$ cat src/rtl/burst_ram_arbiter_pkg.sv
// Shared types for burst_ram_arbiter: FSM states, owner index and a grant-vector helper.
package burst_ram_arbiter_pkg;

    localparam int NumRequesters = 2;

    typedef enum logic [1:0] {
        IDLE  = 2'd0,
        GRANT = 2'd1,
        WRITE = 2'd2,
        READ  = 2'd3
    } state_e;

    typedef logic [0:0] owner_t;

    function automatic logic [NumRequesters-1:0] owner_onehot(input owner_t o);
        logic [NumRequesters-1:0] v;
        v    = '0;
        v[o] = 1'b1;
        return v;
    endfunction

endpackage

$ cat src/rtl/burst_ram_arbiter.sv
// Two-master burst arbiter in front of one burst_ram (r0 = icache, r1 = dcache).
// Define BURST_RAM_ARBITER_FIXED_PRIORITY_EN to make r1 win every tie instead of round-robin.
module burst_ram_arbiter
    import burst_ram_arbiter_pkg::*;
#(
    parameter int AddressBitWidth = 4,
    parameter int BurstDataCount  = 4
) (
    input  logic                       clk,
    input  logic                       rst,

    input  logic                       r0_req_i,
    output logic                       r0_gnt_o,
    input  logic                       r0_cmd_i,
    input  logic                       r0_cmd_en_i,
    input  logic [AddressBitWidth-1:0] r0_addr_i,
    input  logic [63:0]                r0_wr_data_i,
    input  logic [7:0]                 r0_data_mask_i,
    output logic [63:0]                r0_rd_data_o,
    output logic                       r0_rd_data_valid_o,

    input  logic                       r1_req_i,
    output logic                       r1_gnt_o,
    input  logic                       r1_cmd_i,
    input  logic                       r1_cmd_en_i,
    input  logic [AddressBitWidth-1:0] r1_addr_i,
    input  logic [63:0]                r1_wr_data_i,
    input  logic [7:0]                 r1_data_mask_i,
    output logic [63:0]                r1_rd_data_o,
    output logic                       r1_rd_data_valid_o,

    output logic                       br_cmd_o,
    output logic                       br_cmd_en_o,
    output logic [AddressBitWidth-1:0] br_addr_o,
    output logic [63:0]                br_wr_data_o,
    output logic [7:0]                 br_data_mask_o,
    input  logic [63:0]                br_rd_data_i,
    input  logic                       br_rd_data_valid_i,
    input  logic                       br_busy_i
);

    localparam int CntW = $clog2(BurstDataCount + 1);
    localparam logic [CntW-1:0] WrLoad = CntW'(BurstDataCount - 1);
    localparam logic [CntW-1:0] RdLoad = CntW'(BurstDataCount);

    logic [NumRequesters-1:0]   req_w;
    logic [NumRequesters-1:0]   cmd_w;
    logic [NumRequesters-1:0]   cmd_en_w;
    logic [NumRequesters-1:0]   rd_valid_w;
    logic [AddressBitWidth-1:0] addr_w    [NumRequesters];
    logic [63:0]                wr_data_w [NumRequesters];
    logic [7:0]                 mask_w    [NumRequesters];

    state_e                   state_q;
    owner_t                   owner_q;
    logic [NumRequesters-1:0] gnt_q;
    logic [CntW-1:0]          cnt_q;
    logic [CntW-1:0]          cnt_dec_d;
    owner_t                   pick_d;
`ifndef BURST_RAM_ARBITER_FIXED_PRIORITY_EN
    owner_t                   rr_last_q;
`endif

    assign req_w        = {r1_req_i, r0_req_i};
    assign cmd_w        = {r1_cmd_i, r0_cmd_i};
    assign cmd_en_w     = {r1_cmd_en_i, r0_cmd_en_i};
    assign addr_w[0]    = r0_addr_i;
    assign addr_w[1]    = r1_addr_i;
    assign wr_data_w[0] = r0_wr_data_i;
    assign wr_data_w[1] = r1_wr_data_i;
    assign mask_w[0]    = r0_data_mask_i;
    assign mask_w[1]    = r1_data_mask_i;

    // Beats only ever reach the current owner, and only while its read is in flight.
    for (genvar gi = 0; gi < NumRequesters; gi++) begin : g_rd_valid
        assign rd_valid_w[gi] = br_rd_data_valid_i && (state_q == READ) && (owner_q == owner_t'(gi));
    end

    assign r0_gnt_o           = gnt_q[0];
    assign r1_gnt_o           = gnt_q[1];
    assign r0_rd_data_o       = br_rd_data_i;
    assign r1_rd_data_o       = br_rd_data_i;
    assign r0_rd_data_valid_o = rd_valid_w[0];
    assign r1_rd_data_valid_o = rd_valid_w[1];

    assign cnt_dec_d = (cnt_q == '0) ? '0 : cnt_q - CntW'(1);

    always_comb begin
        pick_d = owner_t'(0);
        if (req_w[1] && !req_w[0]) begin
            pick_d = owner_t'(1);
        end else if (req_w[1] && req_w[0]) begin
`ifdef BURST_RAM_ARBITER_FIXED_PRIORITY_EN
            pick_d = owner_t'(1);
`else
            pick_d = ~rr_last_q;
`endif
        end
    end

    always_ff @(posedge clk or posedge rst) begin
        if (rst) begin
            state_q   <= IDLE;
            owner_q   <= owner_t'(0);
            gnt_q     <= '0;
            cnt_q     <= '0;
`ifndef BURST_RAM_ARBITER_FIXED_PRIORITY_EN
            // Pretend r1 was served last so r0 wins the first tie.
            rr_last_q <= owner_t'(1);
`endif
        end else begin
            case (state_q)
                IDLE: begin
                    if (!br_busy_i && (req_w != '0)) begin
                        state_q   <= GRANT;
                        owner_q   <= pick_d;
                        gnt_q     <= owner_onehot(pick_d);
`ifndef BURST_RAM_ARBITER_FIXED_PRIORITY_EN
                        rr_last_q <= pick_d;
`endif
                    end
                end
                GRANT: begin
                    if (cmd_en_w[owner_q]) begin
                        if (!cmd_w[owner_q]) begin
                            state_q <= READ;
                            cnt_q   <= RdLoad;
                        end else if (WrLoad == '0) begin
                            state_q <= IDLE;
                            gnt_q   <= '0;
                        end else begin
                            state_q <= WRITE;
                            cnt_q   <= WrLoad;
                        end
                    end else if (!req_w[owner_q]) begin
                        state_q <= IDLE;
                        gnt_q   <= '0;
                    end
                end
                WRITE: begin
                    // The cmd_en cycle already carried beat 0; count the remaining ones.
                    cnt_q <= cnt_dec_d;
                    if (cnt_dec_d == '0) begin
                        state_q <= IDLE;
                        gnt_q   <= '0;
                    end
                end
                READ: begin
                    if (br_rd_data_valid_i) begin
                        cnt_q <= cnt_dec_d;
                        if (cnt_dec_d == '0) begin
                            state_q <= IDLE;
                            gnt_q   <= '0;
                        end
                    end
                end
                default: begin
                    state_q <= IDLE;
                    gnt_q   <= '0;
                end
            endcase
        end
    end

    // A command is only accepted in GRANT; stray pulses later in the burst stay off the RAM bus.
    always_comb begin
        br_cmd_o       = 1'b0;
        br_cmd_en_o    = 1'b0;
        br_addr_o      = '0;
        br_wr_data_o   = '0;
        br_data_mask_o = '0;
        if (state_q != IDLE) begin
            br_cmd_o       = cmd_w[owner_q];
            br_cmd_en_o    = cmd_en_w[owner_q] && (state_q == GRANT);
            br_addr_o      = addr_w[owner_q];
            br_wr_data_o   = wr_data_w[owner_q];
            br_data_mask_o = mask_w[owner_q];
        end
    end

endmodule
$ cat config.mk
export PLATFORM = sky130hd
export DESIGN_NAME = burst_ram_arbiter
export DESIGN_NICKNAME = d
export VERILOG_FILES = /design/src/rtl/burst_ram_arbiter_pkg.sv /design/src/rtl/burst_ram_arbiter.sv
export SDC_FILE = /design/constraint.sdc
export NUM_CORES = 1
export LEC_CHECK = 0
export ABC_AREA = 0
export CORE_AREA = 5 5 165 167
export CTS_CLUSTER_DIAMETER = 80
export DETAILED_ROUTE_END_ITERATION = 12
export DIE_AREA = 0 0 170 172
export PLACE_DENSITY = 0.53
export SYNTH_ARGS = -nofsm -noshare
export SYNTH_HDL_FRONTEND = slang
export SYNTH_SLANG_ARGS = --single-unit
$ cat constraint.sdc
create_clock -name clk -period 1.6 [get_ports clk]
set_clock_uncertainty 0.15 [all_clocks]
set_input_delay 0.24 -clock clk [delete_from_list [all_inputs] [get_ports clk]]
set_output_delay 0.24 -clock clk [all_outputs]
set_load 0.03 [all_outputs]
==> key figures <==
Status
  • Status: complete, but fails checks
  • Failing checks: negative setup slack

Clocking
  • Clock slew at reported path FFs: 0.04 ns
  • H-tree depth: 1
  • Hold_buf cts: 0
  • Worst-Skew Late Latency: 0.23 ns
  • CTS tree: yes
  • Root Driver: clkbuf_16
  • Clk sinks: 9
  • Num CTS Buffers: 3
  • Clock Path Buffers: 2

Setup path
  • CP Class: reg -> out
  • CP most frequent cell: buf_12
  • CP Cell Sequence: buf_12, mux2_4, nand3_4, inv_6, buf_6, buf_12
  • Crit-path max cell delay: 0.49 ns
  • Slowest-stage cell, CP: dfrtp_4
  • Critical Path RT: 1.21 ns
  • Startpoint Class: flop
  • Reg2reg path depth: 5
  • Crit. End Element: output port
  • Reg-to-Reg Start: owner_q
  • Worst R2R Setup Slack: -0.31 ns
  • Worst EP arrival: 1.58 ns
  • Reg2Reg Capture Point: cnt_q[0]
  • Critical path peak fanout: 8

Route
  • Pre-antenna DRT Iters: 3
  • ANT nets after route: 0
  • Residual DRC: 0
  • Vias per cell: 3.36
  • Vias post-DR: 2833
  • Final wirelength: 12600 µm
  • Per-cell routed wire length: 14.9 µm
  • 1st-iter DRT viols: 52

STA
  • Final Max Slew Viols: 0
  • Fmax: 507 MHz
  • Final hold viol count: 0
  • Final worst-path cycle share: 123%
  • Sum Neg Setup Slack: -23.12 ns
  • Final-report setup violation count: 87
  • Worst Tran Pin Value: 0.388 ns
  • Final hold slack: 0.134 ns
  • Crit path time final: 1.97 ns
  • Unrepaired setup endpoints after global routing: true
  • Worst Setup Slack, final: -0.374 ns
  • Slew Limit Headroom: 74.1%

Floorplanning
  • Die ar.: 0.0292 mm²
  • Die Span Y: 172 µm
  • Core area: 0.0256 mm²
  • Die W: 170 µm
  • Initial core utilization: 10.3%
  • Row count: 59
  • Io pins: 436

Synth
  • Main combinational cell family by area after synthesis: buffers and inverters
  • Compound-Gate Fraction of Synth Area: 3.57%
  • Cell area after synthesis: 0.00263 mm²
  • Post-synthesis xor/xnor area fraction: 0%
  • Post-Syn Instances: 362
  • Syn Nets: 588
  • Synth Area in Simple Gates: 16.5%
  • Async S/R FF share, synth: 100%
  • Register bit total from synthesis: 9
  • Post-synthesis mux area share: 30.3%
  • Main synth FF type: dfrtp_1
  • Avg Cell Area, Syn: 7.27 µm²
  • Distinct cells, synth: 31
  • Sequential area share after synthesis: 8.61%
  • Synth Area in Adders: 0%
  • Yosys warnings: 0
  • Post-synth EDFFs: 0

Final layout
  • Ant diodes: 0
  • Area delta synth->final: 113%
  • Layout cell share with drive strength beyond 1: 50.5%
  • Final std cells w/o fill: 842
  • # fillers: 2769
  • Final core occ: 21.9%
  • Layout net count: 734
  • Final instance area: 0.00561 mm²

Run
  • Max cap viols: 0

Placed design
  • Dpl ws: -0.365 ns
  • Final HPWL DP: 9920 µm
  • PortBufs: 243
  • Placed cell area: 0.00490 mm²
  • RePlAce Congestion: 0.782
  • Placed Cells: 824

Global route
  • Vias in the first global route: 2905
  • GRT Util Overall: 7.33%
  • Largest net degree at the start of global routing: 18
  • Met1 Use GR: 7.85%
  • Busiest layer in global routing: met2
  • GRT met2 Usage: 12.8%
  • Aggregate global routing overflow: 0
  • Initial antenna violation count: 0
  • Global-route wire length before repair: 16800 µm
  • M3 GR Usage: 3.80%

Worst hold path
  • Tightest Hold Check Type: in -> async

Power
  • IR drop worst, VDD: 1.05 mV
  • Pwr/cell area: 1820 mW/mm²
  • Final Power: 10.2 mW
  • LEAKAGE: 2.27 nW
flip-flops by register name, indices dropped and copies added (netlist names):
register and count:
gnt_q 2, cnt_q 3, owner_q 1, rr_last_q 1
state_q 2
routing by layer:
| metal | wire length (µm) | part of all wire [%] |
|---|---|---|
| met1 | 4450 | 35 |
| met2 | 6020 | 48 |
| met3 | 1790 | 14 |
| met4 | 317 | 2.5 |
| met5 | 0 | 0 |
cell usage after synthesis (2+ instances only):
cell type  instances  area, µm²
a21oi_1            4       20.0
nor2_1            85        319
mux2i_1           78        781
dfrtp_1            8        200
a31oi_1            2       12.5
buf_2             11       55.1
clkbuf_1           7       26.3
nor3_1             3       15.0
buf_4            128        961
nand2_1            6       22.5
nand3_1            3       15.0
inv_2              2       7.51
nand2b_1           3       18.8
inv_1              5       18.8
worst max-delay path: cells and delay by family, from the launching register on:
kind                   cells  cell delay [ns]
buffers and inverters      4             0.43
flip-flops                 1             0.49
multiplexers               1             0.33
AND/OR/NAND/NOR            1             0.10
final cells by class:
class | instances | area, µm² | area share, %
clock buffers | 4 | 78.8 | 1.41
inverters | 7 | 31.3 | 0.558
multi-input cells | 199 | 1870 | 33.3
flip-flops and latches | 9 | 230 | 4.11
well taps | 335 | 419 | 7.48
repair buffers | 288 | 2980 | 53.2
cell families after synthesis:
group | after synthesis
AO/OA/AOI/OAI | 14
buffers and inverters | 154
flip-flops | 9
multiplexers | 79
AND/OR/NAND/NOR | 106
cell usage in the layout, fill, tap and decap left out, types with 7 or more instances in the layout:
master	n
dfrtp_1	7
mux2i_2	25
mux2i_4	12
clkdlybuf4s50_1	161
mux2i_1	41
buf_12	10
buf_4	74
buf_6	31
nor2_2	68
nor2_4	13
buf_16	7
repair_timing:
action	4_1_cts	5_1_grt
cloned	5	1
setup buffers	5	5
gates resized for setup	70	58
pin swaps	1	5
setup endpoints to repair	88	89
report_power, final:
part	internal [mW]	switching (mW)	total [mW]
clock	0.333	0.106	0.439
sequential	0.346	0.0934	0.439
combinational	4.46	4.87	9.33
total	5.14	5.07	10.2
worst max-delay path by stage:
stage | startpoint | endpoint | slack (ns) | depth (start not counted)
after floorplan | owner_q | cnt_q[0] | -0.13 | 5
after global placement | r0_wr_data_i[20] | br_wr_data_o[20] | -0.38 | 4
after detailed placement | r1_wr_data_i[21] | br_wr_data_o[21] | -0.37 | 4
after CTS | owner_q | br_cmd_o | -0.39 | 6
after global routing | owner_q | br_cmd_en_o | -0.43 | 6
final | owner_q | br_cmd_en_o | -0.37 | 6
Power figures use the tool's default switching activity.
